===== src/rtl/spi_pkg.sv =====
// spi_pkg: shared types and constants for the SPI peripheral controller
package spi_pkg;
  typedef enum logic [1:0] {IDLE, LOAD, SHIFT} spi_periph_state_t;
  localparam int SPI_BYTE_W = 8;
  localparam logic [SPI_BYTE_W-1:0] SPI_IDLE_BYTE = 8'hFF;
endpackage


===== src/rtl/spi_pin_sync.sv =====
// spi_pin_sync: 2-flop synchronizer plus history flop for one pin (i_pin -> o_val, o_rise, o_fall pulses)
module spi_pin_sync (
  input  logic clk,
  input  logic rst,
  input  logic i_pin,
  output logic o_val,
  output logic o_rise,
  output logic o_fall
);
  logic [2:0] r_s;
  // during reset the history flop tracks the pin, so a level held across reset is not seen as an edge
  always_ff @(posedge clk) r_s <= {rst ? r_s[0] : r_s[1], r_s[0], i_pin};
  always_comb begin
    o_val = r_s[1];
    o_rise = r_s[1] & ~r_s[2];
    o_fall = ~r_s[1] & r_s[2];
  end
endmodule


===== src/rtl/sync_fifo.sv =====
// sync_fifo: show-ahead FIFO (i_wr/i_din push, i_rd pop, o_dout head, o_empty/o_full); a pop frees room for a same-cycle push when full
module sync_fifo #(
  parameter int ADD_WIDTH = 4,
  parameter int DATA_WIDTH = 8
) (
  input  logic                  clk,
  input  logic                  rst,
  input  logic                  i_wr,
  input  logic                  i_rd,
  input  logic [DATA_WIDTH-1:0] i_din,
  output logic [DATA_WIDTH-1:0] o_dout,
  output logic                  o_empty,
  output logic                  o_full
);
  logic [DATA_WIDTH-1:0] r_mem [2**ADD_WIDTH];
  logic [ADD_WIDTH-1:0] r_wp, r_rp;
  logic [ADD_WIDTH:0] r_cnt;
  logic w_wr, w_rd;
  always_comb begin
    o_empty = r_cnt == '0;
    o_full = r_cnt[ADD_WIDTH];
    o_dout = r_mem[r_rp];
    w_rd = i_rd & ~o_empty;
    w_wr = i_wr & (~o_full | w_rd);
  end
  always_ff @(posedge clk) if (w_wr) r_mem[r_wp] <= i_din;
  always_ff @(posedge clk) begin
    if (rst) begin
      r_wp <= '0;
      r_rp <= '0;
      r_cnt <= '0;
    end else begin
      if (w_wr) r_wp <= r_wp + ADD_WIDTH'(1);
      if (w_rd) r_rp <= r_rp + ADD_WIDTH'(1);
      r_cnt <= r_cnt + (ADD_WIDTH+1)'(w_wr) - (ADD_WIDTH+1)'(w_rd);
    end
  end
endmodule


===== src/rtl/spi_peripheral_controller.sv =====
// spi_peripheral_controller: SPI mode-0 responder; CPU side i_wr/i_din/i_rd/o_dout plus FIFO status and sticky errors, pins i_spi_sck/i_spi_cs_n/i_spi_mosi -> o_spi_miso/o_spi_miso_oe
module spi_peripheral_controller
  import spi_pkg::*;
#(
  parameter int FIFO_ADDR_WIDTH = 4,
  parameter logic [SPI_BYTE_W-1:0] IDLE_BYTE = SPI_IDLE_BYTE
) (
  input  logic                  clk,
  input  logic                  rst,
  input  logic                  i_wr,
  input  logic [SPI_BYTE_W-1:0] i_din,
  input  logic                  i_rd,
  output logic [SPI_BYTE_W-1:0] o_dout,
  output logic                  o_data_avail,
  output logic                  o_tx_empty,
  output logic                  o_tx_full,
  output logic                  o_rx_overrun,
  output logic                  o_tx_underrun,
  input  logic                  i_clr_err,
  input  logic                  i_spi_sck,
  input  logic                  i_spi_cs_n,
  input  logic                  i_spi_mosi,
  output logic                  o_spi_miso,
  output logic                  o_spi_miso_oe
);
  spi_periph_state_t r_state, w_state_nxt;
  logic [SPI_BYTE_W-1:0] r_tx_sh, r_rx_sh, r_push_data, r_dout, w_tx_head, w_rx_head, w_tx_byte;
  logic [2:0] r_bit_cnt;
  logic r_push, r_miso, r_oe, r_ovr, r_und;
  logic w_sck_val, w_sck_rise, w_sck_fall, w_cs_val, w_cs_rise, w_cs_fall, w_mosi, w_mosi_rise, w_mosi_fall;
  logic w_shift, w_load, w_tx_pop, w_rx_rd, w_rx_empty, w_rx_full, w_rx_drop, w_unused;
  spi_pin_sync u_sck (.clk(clk), .rst(rst), .i_pin(i_spi_sck), .o_val(w_sck_val), .o_rise(w_sck_rise), .o_fall(w_sck_fall));
  spi_pin_sync u_cs (.clk(clk), .rst(rst), .i_pin(i_spi_cs_n), .o_val(w_cs_val), .o_rise(w_cs_rise), .o_fall(w_cs_fall));
  spi_pin_sync u_mosi (.clk(clk), .rst(rst), .i_pin(i_spi_mosi), .o_val(w_mosi), .o_rise(w_mosi_rise), .o_fall(w_mosi_fall));
  sync_fifo #(.ADD_WIDTH(FIFO_ADDR_WIDTH), .DATA_WIDTH(SPI_BYTE_W)) u_tx (
    .clk(clk), .rst(rst), .i_wr(i_wr), .i_rd(w_tx_pop), .i_din(i_din),
    .o_dout(w_tx_head), .o_empty(o_tx_empty), .o_full(o_tx_full)
  );
  sync_fifo #(.ADD_WIDTH(FIFO_ADDR_WIDTH), .DATA_WIDTH(SPI_BYTE_W)) u_rx (
    .clk(clk), .rst(rst), .i_wr(r_push), .i_rd(w_rx_rd), .i_din(r_push_data),
    .o_dout(w_rx_head), .o_empty(w_rx_empty), .o_full(w_rx_full)
  );
  always_comb begin
    w_state_nxt = w_cs_rise ? IDLE : (r_state == IDLE) ? (w_cs_fall ? LOAD : IDLE) : SHIFT;
    w_shift = ~w_cs_rise & (r_state == SHIFT);
    // a fall at bit_cnt 0 is a byte boundary: fetch the next reply byte exactly like LOAD
    w_load = ~w_cs_rise & ((r_state == LOAD) | (w_shift & w_sck_fall & (r_bit_cnt == 3'd0)));
    w_tx_byte = o_tx_empty ? IDLE_BYTE : w_tx_head;
    w_tx_pop = w_load & ~o_tx_empty;
    w_rx_rd = i_rd & ~w_rx_empty;
    w_rx_drop = r_push & w_rx_full & ~w_rx_rd;
    w_unused = ^{w_sck_val, w_cs_val, w_mosi_rise, w_mosi_fall};
    o_dout = r_dout;
    o_data_avail = ~w_rx_empty;
    o_rx_overrun = r_ovr;
    o_tx_underrun = r_und;
    o_spi_miso = r_miso;
    o_spi_miso_oe = r_oe;
  end
  always_ff @(posedge clk) begin
    if (rst) r_state <= IDLE;
    else r_state <= w_state_nxt;
  end
  always_ff @(posedge clk) begin
    if (rst) begin
      r_tx_sh <= '0;
      r_rx_sh <= '0;
      r_push_data <= '0;
      r_dout <= '0;
      r_bit_cnt <= '0;
      r_push <= 1'b0;
      r_miso <= 1'b0;
      r_oe <= 1'b0;
      r_ovr <= 1'b0;
      r_und <= 1'b0;
    end else begin
      r_push <= w_shift & w_sck_rise & (r_bit_cnt == 3'd7);
      r_push_data <= {r_rx_sh[6:0], w_mosi};
      r_ovr <= (r_ovr & ~i_clr_err) | w_rx_drop;
      r_und <= (r_und & ~i_clr_err) | (w_load & o_tx_empty);
      r_oe <= w_cs_rise ? 1'b0 : (r_state == LOAD) ? 1'b1 : r_oe;
      if (w_rx_rd) r_dout <= w_rx_head;
      if (w_load) begin
        r_tx_sh <= w_tx_byte;
        r_miso <= w_tx_byte[7];
      end else if (w_shift & w_sck_fall) begin
        r_tx_sh <= {r_tx_sh[6:0], 1'b0};
        r_miso <= r_tx_sh[6];
      end
      if (w_cs_rise | (r_state == LOAD)) r_bit_cnt <= '0;
      else if (w_shift & w_sck_rise) begin
        r_rx_sh <= {r_rx_sh[6:0], w_mosi};
        r_bit_cnt <= r_bit_cnt + 3'd1;
      end
    end
  end
endmodule


===== config.mk =====
export PLATFORM = sky130hd
export DESIGN_NAME = spi_peripheral_controller
export DESIGN_NICKNAME = d
export VERILOG_FILES = /design/src/rtl/spi_pkg.sv /design/src/rtl/spi_pin_sync.sv /design/src/rtl/sync_fifo.sv /design/src/rtl/spi_peripheral_controller.sv
export SDC_FILE = /design/constraint.sdc
export NUM_CORES = 1
export LEC_CHECK = 0
export ABC_AREA = 1
export CAP_MARGIN = 20
export CORE_UTILIZATION = 35
export DETAILED_ROUTE_END_ITERATION = 8
export HOLD_SLACK_MARGIN = 0.15
export REMOVE_ABC_BUFFERS = 1
export SYNTH_ARGS = -nofsm -noshare
export SYNTH_HDL_FRONTEND = slang
export SYNTH_HIERARCHICAL = 1
export SYNTH_SLANG_ARGS = --single-unit

===== constraint.sdc =====
create_clock -name clk -period 7.2 [get_ports clk]
set_input_delay 1.8 -clock clk [delete_from_list [all_inputs] [get_ports clk]]
set_output_delay 1.8 -clock clk [all_outputs]
set_load 0.005 [all_outputs]

==> key figures, run 1 <==
Outcome
  • Outcome: completed

Place
  • Setup Slack @ Placement: 2.63 ns
  • Total placed cells including tap cells: 2039
  • Final GP Congestion: around 0.86
  • Detailed placer's ending HPWL: 20.2 mm
  • Number of buffers added on ports: 30
  • Area of placed instances: between 0.015 and 0.02 sq mm

Clock tree
  • Clock-pin slew on the worst setup and hold paths: 0.06 ns
  • CTS sink count: around 340
  • Library cell used as clock root buffer: clkbuf_16
  • Post-cts resize count: 0
  • H-tree lvl count: 2
  • Post-CTS Hold Buffers: 0
  • TritonCTS clock tree: yes
  • Clock insertion delay at the later pin of the skew report: 0.53 ns
  • Maximum root-to-sink buffer count: 3
  • Number of clock buffers inserted by TritonCTS: 37
  • Buffers inserted by post-CTS timing repair: 0

STA
  • Clock Skews: 0.00836 ns
  • Final number of hold-violating endpoints: 0
  • Setup TNS: 0 ns
  • Number of setup violations in the final report: 0
  • Setup slack after layout: 3.18 ns
  • Worst slew slack as a fraction of its limit: 31.1%
  • Unrepaired setup endpoints after global routing: false
  • Worst slew pin tran: 1.03 ns
  • Share of the clock period used by the worst path after layout: 55.9%
  • Crit path time final: 4.02 ns
  • Final Max Slew Viols: 0
  • Achievable Freq: 249 MHz

Power
  • Flop pwr share: 44.9%
  • Part of the power in combinational logic: 19.3%
  • Power spent charging and discharging nets: 0.00143 W
  • Internal Power: 0.00352 W
  • Largest voltage drop on the vdd net: 206 uV
  • Power density over the cells: 299 mW/mm^2
  • Leak: 6.99 nW
  • Fraction of power spent switching nets: 28.9%
  • Clock share of power: 35.8%

Layout
  • Fraction of final layout cells with drive strength greater than 1: about 6.5%
  • Top library cells by usage in the layout, fill and taps aside: 410 x nand2_1, 270 x inv_1, 256 x edfxtp_1
  • N_diodes: 0
  • Final #Nets: between 1500 and 2000
  • Number of fill cells in the layout: 4062
  • Most frequent standard cell in the layout excluding fill and tap cells: nand2_1
  • Post-route insts no fill: 2107
  • Post-layout utilization of the core: 40.1%
  • Synthesis-to-finish area growth: 11.9%
  • Design area: 0.0165 sq mm

Detailed routing
  • Detail Route Antenna Nets: 0
  • Routed WL: around 32 mm
  • Average wire per cell in the routed design: 15.2 um
  • First drt pass iteration count: 5
  • Iter 0 DRT Violations: 718
  • Vias per cell: between 4 and 5
  • Drt drc: 0
  • Vias post-DR: 9766

Die
  • Chip Height: between 200 and 250 um
  • X dimension of the die: 208 um
  • FP Rows: 74
  • Initial core utilization: 35.8%
  • Floorplan die area: 0.0431 sq mm
  • Total I/O pin count: 31
  • Core ar.: 0.0413 sq mm

Yosys
  • Number of instances in the synthesized netlist: 1527
  • Syn Area/Cell: 9.68 sq um
  • Combined area of all synthesized cells: 0.0148 sq mm
  • Synthesis warning total: 6

Global routing
  • Global-route wire length before repair: 51.0 mm
  • Grt total ovfl: 0
  • Number of global-route vias before repair: ~9600
  • Global-route total usage across every layer: 15.1%
  • Antenna violations before repair: 0
  • Pin count of the biggest net entering global routing: 66

Job
  • Max-Cap Viols: 0

Critical path
  • Reg2reg end: u_tx/r_cnt[4]
  • Critical path capture point: u_rx/r_cnt[4]
  • Depth of the worst register-to-register path: 18
  • Cell type of the slowest stage on the worst timing path: clkdlybuf4s50_1
  • Worst setup path start: i_rd
  • Setup slack on the worst flop-to-flop path: 3.95 ns
  • Cell mode on critical path: nand2_1
  • Critical Path Sink Type: register
  • Data arrival time of the critical path: 4.45 ns
  • Type of element launching the critical path: input pin
  • Launch instance of the worst register-to-register path: r_state[0]
  • Data required, critical path: 7.62 ns
  • Critical-path maximum fanout: 10
  • Critical Path, Cell by Cell: clkdlybuf4s50_1 > nand2_1 > clkinv_1 > inv_2 > a21boi_4 > inv_2 > ha_1 > inv_1 > ha_1 > fa_1 > nand2_1 > a21oi_1 > nor2_1 > nand2_1 > nand2_1 > nor2_1
  • Kind of critical path: in -> reg
  • Largest stage delay on the critical path: 0.45 ns

Hold path
  • Kind of path behind the tightest hold check: reg -> reg
-- critical path: cells and delay by family --
kind	cells	cell delay (ns)
AO/OA/AOI/OAI	2	0.32
buffers and inverters	5	0.90
AND/OR/NAND/NOR	6	0.55
adder cells (fa/ha/maj)	3	0.86
-- how the worst min path moves through the flow --
stage | startpoint | to | slack [ns] | cells past startpoint
finish | u_sck/r_s[0] | u_sck/r_s[1] | 0.36 | 0
floorplan | u_mosi/r_s[0] | u_mosi/r_s[1] | 0.31 | 0
detailed placement | u_cs/r_s[0] | u_cs/r_s[1] | 0.35 | 0
CTS | u_cs/r_s[0] | u_cs/r_s[1] | 0.36 | 0
global route | u_cs/r_s[0] | u_cs/r_s[1] | 0.36 | 0
global placement | u_sck/r_s[0] | u_sck/r_s[1] | 0.34 | 0
-- registers in the layout (all words and copies together), names as in the netlist, 2 cells and up, named ones only --
name	cells
u_rx/r_mem	128
u_tx/r_mem	128
o_dout	8
r_push_data	8
r_rx_sh	7
r_tx_sh	7
u_rx/r_cnt	5
u_tx/r_cnt	5
u_rx/r_rp	4
u_rx/r_wp	4
u_tx/r_rp	4
u_tx/r_wp	4
r_bit_cnt	3
u_cs/r_s	3
u_sck/r_s	3
r_state	2
u_mosi/r_s	2
-- power by group through the flow --
stage                     combinational, W  sequential [W]  clock (W)
after CTS                         0.000954         0.00222    0.00182
final                             0.000953         0.00222    0.00177
after floorplan                   0.000581         0.00230          0
after global placement            0.000933         0.00226          0
after global routing               0.00108         0.00223    0.00189
after detailed placement          0.000949         0.00226          0
-- metrics by stage --
step           hold slack [ns]  total power [W]
2_1_floorplan            0.310          0.00288
3_3_place_gp             0.341          0.00319
3_5_place_dp             0.348          0.00321
4_1_cts                  0.359          0.00499
5_1_grt                  0.360          0.00520
6_report                 0.356          0.00494
-- cell type report --
cell class	count	area, sq um	share of cell area (%)
sequential	338	9330	56.4
clock inverter	16	86.3	0.522
tap	532	666	4.02
inverter	280	1060	6.38
timing repair buffer	36	340	2.06
multi-input combinational	853	4010	24.2
clock buffer	52	1050	6.38
-- layer usage --
layer | global-route usage, % | routed length [um]
met4 | 5.48 | 908
met2 | 24.8 | 14900
met5 | 0 | 0
met1 | 20.2 | 14600
met3 | 2.45 | 1560
(Power assumes the default switching activity.)
==> inputs of run 2 (changes only) <==
Clock period 7.2 ns to 4 ns, I/O delays scaled along.
==> key figures, run 2 (synthesized netlist as in run 1, its figures left out) <==
Clock tree
  • TritonCTS clock tree: yes (unchanged)
  • Clock-pin slew on the worst setup and hold paths: 0.06 ns (about the same)
  • Number of clock buffers inserted by TritonCTS: 37 (unchanged)
  • Buffers inserted by post-CTS timing repair: 0 (unchanged)
  • Maximum root-to-sink buffer count: 3 (unchanged)
  • Library cell used as clock root buffer: clkbuf_16 (unchanged)
  • CTS sink count: 338 (unchanged)
  • H-tree lvl count: 2 (unchanged)
  • Post-cts resize count: 0 (unchanged)
  • Clock insertion delay at the later pin of the skew report: 0.52 ns (was 0.53 ns)
  • Post-CTS Hold Buffers: 0 (unchanged)

Critical path
  • Data required, critical path: 4.42 ns (was 7.62 ns)
  • Cell type of the slowest stage on the worst timing path: fa_1 (was clkdlybuf4s50_1)
  • Critical-path maximum fanout: 10 (unchanged)
  • Type of element launching the critical path: register (was input pin)
  • Largest stage delay on the critical path: 0.42 ns (was 0.45 ns)
  • Kind of critical path: reg -> reg (was in -> reg)
  • Critical Path, Cell by Cell: inv_1 > ha_1 > inv_1 > nor2_1 > nand3_2 > nand2_8 > nand2_8 > nor2_1 > inv_2 > a21boi_4 > inv_1 > ha_1 > inv_1 > ha_1 > fa_1 > nand2_1 > a21oi_1 > nor2_1 > nand2_1 > nand2_1 > nor2_1 (was clkdlybuf4s50_1 > nand2_1 > clkinv_1 > inv_2 > a21boi_4 > inv_2 > ha_1 > inv_1 > ha_1 > fa_1 > nand2_1 > a21oi_1 > nor2_1 > nand2_1 > nand2_1 > nor2_1)
  • Data arrival time of the critical path: 3.59 ns (was 4.45 ns)
  • Critical Path Sink Type: register (unchanged)

Layout
  • Top library cells by usage in the layout, fill and taps aside: 410 x nand2_1, 270 x inv_1, 256 x edfxtp_1 (unchanged)
  • Top Registers: u_rx/r_mem x128, u_tx/r_mem x128 (unchanged)
  • Final #Nets: 1596 (was 1589)
  • N_diodes: 0 (unchanged)
  • Most frequent standard cell in the layout excluding fill and tap cells: nand2_1 (unchanged)
  • Synthesis-to-finish area growth: 12.3% (was 11.9%)
  • Fraction of final layout cells with drive strength greater than 1: 6.39% (was 6.48%)

Place
  • Number of buffers added on ports: 30 (unchanged)
  • Final GP Congestion: 0.846 (was 0.857)
  • Detailed placer's ending HPWL: 19.2 mm (was 20.2 mm)

Detailed routing
  • Iter 0 DRT Violations: 718 (unchanged)
  • First drt pass iteration count: 6 (was 5)
  • Drt drc: 0 (unchanged)
  • Routed WL: 31.3 mm (was 32.0 mm)
  • Average wire per cell in the routed design: 14.8 um (was 15.2 um)
  • Detail Route Antenna Nets: 0 (unchanged)
  • Vias post-DR: 9684 (was 9766)
  • Vias per cell: 4.59 (was 4.64)

STA
  • Achievable Freq: 316 MHz
  • Setup TNS: 0 ns (unchanged)
  • Worst slew pin tran: 0.860 ns (was 1.03 ns)
  • Number of setup violations in the final report: 0 (unchanged)
  • Clock Skews: 0.0162 ns (was 0.00836 ns)
  • Unrepaired setup endpoints after global routing: false (unchanged)
  • Crit path time final: 3.17 ns
  • Worst slew slack as a fraction of its limit: 42.6% (was 31.1%)
  • Final Max Slew Viols: 0 (unchanged)
  • Final number of hold-violating endpoints: 0 (unchanged)
  • Share of the clock period used by the worst path after layout: 79.2%

Global routing
  • Global-route wire length before repair: 49.7 mm (was 51.0 mm)
  • Global-route total usage across every layer: 14.6% (was 15.1%)
  • Number of global-route vias before repair: 9341 (was 9632)
  • Pin count of the biggest net entering global routing: 65 (was 66)
  • Grt total ovfl: 0 (unchanged)
  • Antenna violations before repair: 0 (unchanged)

Outcome
  • Outcome: completed (unchanged)

Die
  • Total I/O pin count: 31 (unchanged)
  • Floorplan die area: 0.0431 sq mm (unchanged)
  • FP Rows: 74 (unchanged)
  • Initial core utilization: 35.8% (unchanged)
  • Core ar.: 0.0413 sq mm (unchanged)
  • X dimension of the die: 208 um (unchanged)
  • Chip Height: 208 um (unchanged)

Power
  • Largest voltage drop on the vdd net: 387 uV (was 206 uV)
  • Leak: 7.02 nW (was 6.99 nW)
  • Design Power: 0.00891 W (was 0.00494 W)
  • Power density over the cells: 537 mW/mm^2 (was 299 mW/mm^2)

Job
  • Max-Cap Viols: 0 (unchanged)

Hold path
  • Kind of path behind the tightest hold check: reg -> reg (unchanged)
==> run 2: changes by cell type in the layout (fill, tap and decap cells not counted), moves of 2 or more <==
cell        previous run  this run
buf_4                  6        11
clkbuf_16             39        37
clkbuf_1              10        16
bufinv_16              0         2
clkinv_2               8         2
buf_12                 0         2
clkinvlp_4             3         1
==> run 2: final cells by class <==
class	instances	area, sq um
Fill cell	3966	24700
Tap cell	532	666
Clock buffer	55	1010
Inverter	280	1060
Sequential cell	338	9330
Timing Repair Buffer	43	418
Clock inverter	11	110
Multi-Input combinational cell	853	4010
==> run 2: through the flow <==
stage	hold slack, ns	worst slack, ns	cell area [sq um]	utilization, %	std cells
CTS	0.335	0.822	16600	40.1	2110
global placement	0.315	0.584	15400	37.4	2044
finish	0.336	0.831	16600	40.2	2112
floorplan	0.310	0.938	14400	-	1471
global route	0.334	0.536	16600	40.2	2112
detailed placement	0.313	0.576	15400	37.4	2044
==> run 2: power by group <==
| group | leakage (nW) | total (W) | switching (W) | internal [W] |
|---|---|---|---|---|
| Combinational | 3.47 | 0.00172 | 0.00112 | 0.000604 |
| Sequential | 3.01 | 0.00400 | 0.0000939 | 0.00390 |
| Clock | 0.541 | 0.00319 | 0.00131 | 0.00188 |
==> run 2: metal layers <==
| metal | wire length, um | share of wire, % | global-route usage (%) |
|---|---|---|---|
| met2 | 14600 | 47 | 24.5 |
| met1 | 13900 | 44 | 19.2 |
| met4 | 762 | 2.4 | 4.09 |
| met3 | 2080 | 6.7 | 3.09 |
| met5 | 0 | 0 | 0 |
==> run 2: worst paths after layout <==
kind	start	endpoint	slack, ns	cells after the start
setup reg to reg	r_bit_cnt[0]	u_tx/r_cnt[4]	0.83	21
setup / recovery	r_bit_cnt[0]	u_tx/r_cnt[4]	0.83	21
hold reg to reg	u_mosi/r_s[0]	u_mosi/r_s[1]	0.34	0
hold / removal	u_mosi/r_s[0]	u_mosi/r_s[1]	0.34	0
==> run 2: worst max-delay path, delay by kind of cell (launching register included) <==
| kind | cells | cell delay [ns] |
|---|---|---|
| flops | 1 | 0.33 |
| compound gates | 2 | 0.30 |
| simple gates | 10 | 1.02 |
| buf+inv | 5 | 0.35 |
| fa+ha+maj | 4 | 1.07 |
